**src/rtl/imem_arbiter_pkg.sv**
```systemverilog
// Shared definitions for the instruction-memory arbiter: bus widths, FSM encodings, wait default.
package imem_arbiter_pkg;

  localparam int unsigned INST_ADDR_BUS_W     = 32;
  localparam int unsigned INST_BUS_W          = 32;
  localparam int unsigned CNT_W               = 4;
  localparam int unsigned WAIT_CYCLES_DEFAULT = 1;

  localparam logic [INST_BUS_W-1:0] ZERO_WORD    = 32'h0000_0000;
  localparam logic                  CHIP_ENABLE  = 1'b1;
  localparam logic                  CHIP_DISABLE = 1'b0;

  localparam logic [1:0] ST_IDLE   = 2'd0;
  localparam logic [1:0] ST_ACCESS = 2'd1;
  localparam logic [1:0] ST_DONE   = 2'd2;

endpackage

```
**src/rtl/imem_arbiter_if.sv**
```systemverilog
// Bundle of fetch port, loader port and single-port memory signals around the arbiter.
interface imem_arbiter_if;
  import imem_arbiter_pkg::*;

  logic                       if_req;
  logic [INST_ADDR_BUS_W-1:0] if_addr;
  logic [INST_BUS_W-1:0]      if_inst;
  logic                       if_ack;
  logic                       stallreq;
  logic                       ld_req;
  logic                       ld_we;
  logic [INST_ADDR_BUS_W-1:0] ld_addr;
  logic [INST_BUS_W-1:0]      ld_wdata;
  logic [INST_BUS_W-1:0]      ld_rdata;
  logic                       ld_ack;
  logic                       mem_ce;
  logic                       mem_we;
  logic [INST_ADDR_BUS_W-1:0] mem_addr;
  logic [INST_BUS_W-1:0]      mem_wdata;
  logic [INST_BUS_W-1:0]      mem_rdata;

  modport slave (
    input  if_req, if_addr, ld_req, ld_we, ld_addr, ld_wdata, mem_rdata,
    output if_inst, if_ack, stallreq, ld_rdata, ld_ack, mem_ce, mem_we, mem_addr, mem_wdata
  );

  modport master (
    output if_req, if_addr, ld_req, ld_we, ld_addr, ld_wdata, mem_rdata,
    input  if_inst, if_ack, stallreq, ld_rdata, ld_ack, mem_ce, mem_we, mem_addr, mem_wdata
  );

endinterface

```
**src/rtl/imem_arbiter.sv**
```systemverilog
// Round-robin arbiter sharing one instruction memory between fetch and loader ports.
// Optional feature macro IMEM_LD_WRITE_EN enables loader writes; otherwise loader accesses are reads.
module imem_arbiter
  import imem_arbiter_pkg::*;
#(
  parameter int unsigned WAIT_CYCLES = WAIT_CYCLES_DEFAULT
) (
  input logic            clk,
  input logic            rst,
  imem_arbiter_if.slave  bus
);

  localparam logic [CNT_W-1:0] WAIT_LOAD = CNT_W'(WAIT_CYCLES);

  logic [1:0]                 state_r;
  logic [CNT_W-1:0]           cnt_r;
  logic                       last_ld_r;
  logic                       grant_ld_r;
  logic [INST_ADDR_BUS_W-1:0] addr_r;
  logic [INST_BUS_W-1:0]      wdata_r;
  logic                       we_r;
  logic                       if_ack_r;
  logic                       ld_ack_r;
  logic [INST_BUS_W-1:0]      if_inst_r;
  logic [INST_BUS_W-1:0]      ld_rdata_r;
  logic                       pick_ld_s;
  logic                       we_next_s;
  logic                       access_s;

  // Loader wins when fetch is idle, or when both request and fetch had the previous grant.
  assign pick_ld_s = bus.ld_req & (~bus.if_req | ~last_ld_r);

`ifdef IMEM_LD_WRITE_EN
  assign we_next_s = pick_ld_s & bus.ld_we;
`else
  logic unused_ld_we_s;
  assign unused_ld_we_s = bus.ld_we;
  assign we_next_s      = 1'b0;
`endif

  assign access_s      = (state_r == ST_ACCESS);
  assign bus.mem_ce    = access_s ? CHIP_ENABLE : CHIP_DISABLE;
  assign bus.mem_we    = access_s & we_r;
  assign bus.mem_addr  = access_s ? addr_r  : ZERO_WORD;
  assign bus.mem_wdata = access_s ? wdata_r : ZERO_WORD;
  assign bus.if_ack    = if_ack_r;
  assign bus.ld_ack    = ld_ack_r;
  assign bus.if_inst   = if_inst_r;
  assign bus.ld_rdata  = ld_rdata_r;
  assign bus.stallreq  = bus.if_req & ~if_ack_r;

  // Arbitration FSM, wait counter and one-cycle ack/data registers.
  always_ff @(posedge clk) begin
    if (rst) begin
      state_r    <= ST_IDLE;
      cnt_r      <= 4'd0;
      last_ld_r  <= 1'b1;
      grant_ld_r <= 1'b0;
      addr_r     <= ZERO_WORD;
      wdata_r    <= ZERO_WORD;
      we_r       <= 1'b0;
      if_ack_r   <= 1'b0;
      ld_ack_r   <= 1'b0;
      if_inst_r  <= ZERO_WORD;
      ld_rdata_r <= ZERO_WORD;
    end else begin
      if_ack_r   <= 1'b0;
      ld_ack_r   <= 1'b0;
      if_inst_r  <= ZERO_WORD;
      ld_rdata_r <= ZERO_WORD;
      case (state_r)
        ST_IDLE: begin
          if (bus.if_req | bus.ld_req) begin
            grant_ld_r <= pick_ld_s;
            last_ld_r  <= pick_ld_s;
            addr_r     <= pick_ld_s ? bus.ld_addr  : bus.if_addr;
            wdata_r    <= pick_ld_s ? bus.ld_wdata : ZERO_WORD;
            we_r       <= we_next_s;
            cnt_r      <= WAIT_LOAD;
            state_r    <= ST_ACCESS;
          end else begin
            state_r <= ST_IDLE;
          end
        end
        ST_ACCESS: begin
          if (cnt_r == 4'd0) begin
            state_r <= ST_DONE;
            if (grant_ld_r) begin
              ld_ack_r   <= 1'b1;
              ld_rdata_r <= we_r ? ZERO_WORD : bus.mem_rdata;
            end else begin
              if_ack_r  <= 1'b1;
              if_inst_r <= bus.mem_rdata;
            end
          end else begin
            cnt_r <= cnt_r - 4'd1;
          end
        end
        ST_DONE: begin
          state_r <= ST_IDLE;
        end
        default: begin
          state_r <= ST_IDLE;
        end
      endcase
    end
  end

endmodule
```
**src/flat_wrapper.sv**
```systemverilog
// flat-port wrapper written by rule: the top's interface ports become plain ports
module imem_arbiter_flat import imem_arbiter_pkg::*;
#(
  parameter int unsigned WAIT_CYCLES = WAIT_CYCLES_DEFAULT
)
  (clk, rst, bus_if_req, bus_if_addr, bus_ld_req, bus_ld_we, bus_ld_addr, bus_ld_wdata, bus_mem_rdata, bus_if_inst, bus_if_ack, bus_stallreq, bus_ld_rdata, bus_ld_ack, bus_mem_ce, bus_mem_we, bus_mem_addr, bus_mem_wdata);
  imem_arbiter_if bus_i ();
  input logic clk;
  input logic rst;
  input wire logic [$bits(bus_i.if_req)-1:0] bus_if_req;
  input wire logic [$bits(bus_i.if_addr)-1:0] bus_if_addr;
  input wire logic [$bits(bus_i.ld_req)-1:0] bus_ld_req;
  input wire logic [$bits(bus_i.ld_we)-1:0] bus_ld_we;
  input wire logic [$bits(bus_i.ld_addr)-1:0] bus_ld_addr;
  input wire logic [$bits(bus_i.ld_wdata)-1:0] bus_ld_wdata;
  input wire logic [$bits(bus_i.mem_rdata)-1:0] bus_mem_rdata;
  output wire logic [$bits(bus_i.if_inst)-1:0] bus_if_inst;
  output wire logic [$bits(bus_i.if_ack)-1:0] bus_if_ack;
  output wire logic [$bits(bus_i.stallreq)-1:0] bus_stallreq;
  output wire logic [$bits(bus_i.ld_rdata)-1:0] bus_ld_rdata;
  output wire logic [$bits(bus_i.ld_ack)-1:0] bus_ld_ack;
  output wire logic [$bits(bus_i.mem_ce)-1:0] bus_mem_ce;
  output wire logic [$bits(bus_i.mem_we)-1:0] bus_mem_we;
  output wire logic [$bits(bus_i.mem_addr)-1:0] bus_mem_addr;
  output wire logic [$bits(bus_i.mem_wdata)-1:0] bus_mem_wdata;
  assign bus_i.if_req = bus_if_req;
  assign bus_i.if_addr = bus_if_addr;
  assign bus_i.ld_req = bus_ld_req;
  assign bus_i.ld_we = bus_ld_we;
  assign bus_i.ld_addr = bus_ld_addr;
  assign bus_i.ld_wdata = bus_ld_wdata;
  assign bus_i.mem_rdata = bus_mem_rdata;
  assign bus_if_inst = bus_i.if_inst;
  assign bus_if_ack = bus_i.if_ack;
  assign bus_stallreq = bus_i.stallreq;
  assign bus_ld_rdata = bus_i.ld_rdata;
  assign bus_ld_ack = bus_i.ld_ack;
  assign bus_mem_ce = bus_i.mem_ce;
  assign bus_mem_we = bus_i.mem_we;
  assign bus_mem_addr = bus_i.mem_addr;
  assign bus_mem_wdata = bus_i.mem_wdata;
  imem_arbiter #(.WAIT_CYCLES(WAIT_CYCLES)) u_core (.clk(clk), .rst(rst), .bus(bus_i));
endmodule
```
**config.mk**
```make
export PLATFORM = sky130hd
export DESIGN_NAME = imem_arbiter_flat
export DESIGN_NICKNAME = d
export VERILOG_FILES = /design/src/rtl/imem_arbiter_pkg.sv /design/src/rtl/imem_arbiter_if.sv /design/src/rtl/imem_arbiter.sv /design/src/flat_wrapper.sv
export SDC_FILE = /design/constraint.sdc
export NUM_CORES = 1
export LEC_CHECK = 0
export CAP_MARGIN = 25
export CELL_PAD_IN_SITES_DETAIL_PLACEMENT = 0
export CELL_PAD_IN_SITES_GLOBAL_PLACEMENT = 1
export CORE_UTILIZATION = 31
export DETAILED_ROUTE_END_ITERATION = 10
export GPL_TIMING_DRIVEN = 0
export PLACE_DENSITY_LB_ADDON = 0.1
export REMOVE_ABC_BUFFERS = 1
export SLEW_MARGIN = 20
export SYNTH_ARGS = -nofsm -noshare
export SYNTH_HDL_FRONTEND = slang
export SYNTH_SLANG_ARGS = --single-unit
export TNS_END_PERCENT = 10
```
**constraint.sdc**
```tcl
create_clock -name clk -period 3.8 [get_ports clk]
set_clock_uncertainty 0.05 [all_clocks]
set_input_delay 0.76 -clock clk [delete_from_list [all_inputs] [get_ports clk]]
set_output_delay 0.76 -clock clk [all_outputs]
set_load 0.005 [all_outputs]
```
==> results.json <==
{
  "grt_pass1_wl_mm": 21.1,
  "cts_tree": "built",
  "relSlewSlack_pct": 49.2,
  "critPathArrivalTime_ns": 2.43,
  "grt_setup_unrepaired": "false",
  "worst_ep_required_time_ns": 2.99,
  "path_cells": "nand2b_1, inv_2, buf_16, and2_1, clkdlybuf4s50_1",
  "dp_hpwl_mm": 10.1,
  "maxSlewViolCount": 0,
  "layout-drive-gt1-share_pct": 6.95,
  "post-cts-setup-buffers": 0,
  "drt-initial-drc-count": 184,
  "post_drt_via_cell_ratio": 4.48,
  "yosysUniqueCellTypes": 34,
  "synth-seq-cells": 138,
  "place_area_mm2": 0.00783,
  "crit_slowest_cell": "clkdlybuf4s50_1",
  "cp_top_family": "buffers and inverters",
  "die_area_mm2": 0.0163,
  "initial_utilization_pct": 31.9,
  "finalCritPeriodShare_pct": 85.4,
  "antenna_found_initial": 0,
  "max_freq_mhz": 308,
  "endpoint_kind": "output port",
  "crit_fanout": 38,
  "firstDrtPassIters": 4,
  "yosysWarnings": 0,
  "worstMarginPinSlew_ns": 0.760,
  "track_usage_pct": 16.9,
  "finalSetupViolations": 0,
  "nNetsFinal": 826,
  "hold_start": "u_core.addr_r[31]$_SDFFE_PP0P_",
  "fin_area_mm2": 0.00839,
  "clock_latency_ns": 0.41,
  "worst_hold_path_type": "reg -> reg",
  "ir_drop_mv": 0.310,
  "routed_wl_mm": 13.7,
  "status": "finished clean",
  "fin_crit_ns": 3.24,
  "async_reset_ff_share_pct": 0,
  "crit_path_start": "u_core.state_r[1]$_SDFFE_PP0P_",
  "avgSynthCellArea_um2": 11.3,
  "grt_pass1_vias": 4048,
  "cts_hold_buf": 0,
  "coreArea_mm2": 0.0153,
  "cts.repair.resized": 0,
  "htree_levels": 4,
  "slowest_delay_ns": 0.52,
  "io_pins": 266,
  "gp_congestion": 0.720,
  "cts_buffer_depth": 2,
  "ant_nets": 0,
  "area_delta_synth_final_pct": 71.6,
  "wl_per_cell_um": 15.0,
  "pwr_density_cell_mw_per_mm2": 435,
  "io_buffer_count": 263,
  "vias": 4106,
  "cts_root_buf": "clkbuf_16",
  "dieWidth_um": 128,
  "synth_ff_type": "dfxtp_1",
  "cts.clk_slew.worst_paths_ns": 0.06,
  "layout.cells.non_filler": 916,
  "p_leak_nw": 3.22,
  "synth_area_mm2": 0.00489,
  "drc": 0,
  "startpoint_type": "flip-flop",
  "insertedDiodeCount": 0,
  "cts_buffers": 17,
  "synth.yosys.seq_area_share_pct": 56.5,
  "grt_max_degree": 39,
  "grt-ovfl-total": 0,
  "layout_common_cells": "clkdlybuf4s50_1, dfxtp_1, and2_1",
  "mostFrequentLayoutCell": "clkdlybuf4s50_1",
  "path_buf_inv": 3,
  "hold_viol_final": 0,
  "max_cap_viol_count": 0,
  "reg2reg_from": "u_core.cnt_r[0]$_SDFFE_PP0P_",
  "placementRows": 45,
  "cts.sinks": 138,
  "synth-edff-count": 0,
  "die_h_um": 128,
  "critPathKind": "reg -> out",
  "holdWs_ns": 0.401,
  "dp.cells": 884,
  "synth_cells": 433
}
-- power by group --
part           internal, W  switching (W)  total, W
clock             0.000912       0.000652   0.00156
sequential         0.00153      0.0000345   0.00157
combinational     0.000317       0.000208  0.000525
total              0.00276       0.000894   0.00365
-- cell families (layout without fill, tap and decap cells) --
| group | count (synthesis) | count (layout) | share of synthesized area [%] |
|---|---|---|---|
| other cells | 1 | 1 | 0.0767 |
| buf+inv | 38 | 310 | 3.94 |
| compound gates | 79 | 79 | 13.4 |
| mux | 32 | 32 | 6.55 |
| fa+ha+maj | 1 | 1 | 0.256 |
| flops | 138 | 138 | 56.5 |
| simple gates | 144 | 144 | 19.2 |
-- sequential cells by signal, summed over array words and instances, names as in the netlist --
register and flops:
u_core.state_r 2, u_core.last_ld_r 1, u_core.bus.if_ack 1, u_core.bus.ld_ack 1, u_core.cnt_r 4, u_core.bus.if_inst 32, u_core.wdata_r 32, u_core.bus.ld_rdata 32
u_core.addr_r 32, u_core.grant_ld_r 1
-- worst register-to-register path, cell delays in order (launching register included) --
cell and delay, ns:
dfxtp_1 0.32, inv_1 0.07, ha_1 0.18, or3b_1 0.53, nor4b_4 0.51, buf_6 0.23, buf_6 0.16, and2_1 0.13
-- layout make-up --
cell class	count	area [µm²]
fill	1369	6920
sequential	138	2760
timing repair buffer	274	2830
multi-input combinational	257	1960
tap	211	264
clock buffer	18	429
clock inverter	14	135
inverter	4	15.0
-- worst paths after layout --
check                                                          end  slack [ns]  cells after the start
worst min-delay path                u_core.addr_r[31]$_SDFFE_PP0P_        0.40                      1
worst max-delay path                               bus_mem_addr[2]        0.56                      5
worst max register to register  u_core.bus.ld_rdata[25]$_SDFF_PP0_        1.57                      7
worst min register to register      u_core.addr_r[31]$_SDFFE_PP0P_        0.40                      1
-- Yosys cell counts, types with 2 or more instances --
| library cell | instances | area [µm²] |
|---|---|---|
| a21o_1 | 2 | 15.0 |
| a21oi_1 | 6 | 30.0 |
| a22o_1 | 32 | 280 |
| and2_1 | 128 | 801 |
| buf_2 | 13 | 65.1 |
| buf_6 | 4 | 45.0 |
| clkbuf_1 | 16 | 60.1 |
| dfxtp_1 | 138 | 2760 |
| inv_1 | 4 | 15.0 |
| mux2i_1 | 32 | 320 |
| nand3b_1 | 2 | 15.0 |
| nor2_1 | 2 | 7.51 |
| o21ai_0 | 2 | 10.0 |
| o2bb2ai_1 | 32 | 280 |
-- metrics by stage --
step | utilization, % | TNS, ns | setup WS (ns) | total power [W]
4_1_cts | 54.8 | 0 | 0.500 | 0.00371
6_report | 54.8 | 0 | 0.555 | 0.00365
2_1_floorplan | - | -15.41 | -0.470 | 0.00179
3_5_place_dp | 51.1 | 0 | 0.932 | 0.00213
5_1_grt | 54.8 | 0 | 0.416 | 0.00382
3_3_place_gp | 49.7 | -148.09 | -2.38 | 0.00208
-- metal layers --
metal	wire length (µm)	track usage (%)	vias up
li1	-	-	2007
met2	6400	28.3	178
met1	5650	18.1	1909
met5	0	0	-
met3	1500	8.88	12
met4	160	6.23	0
Power figures use the tool's default switching activity.
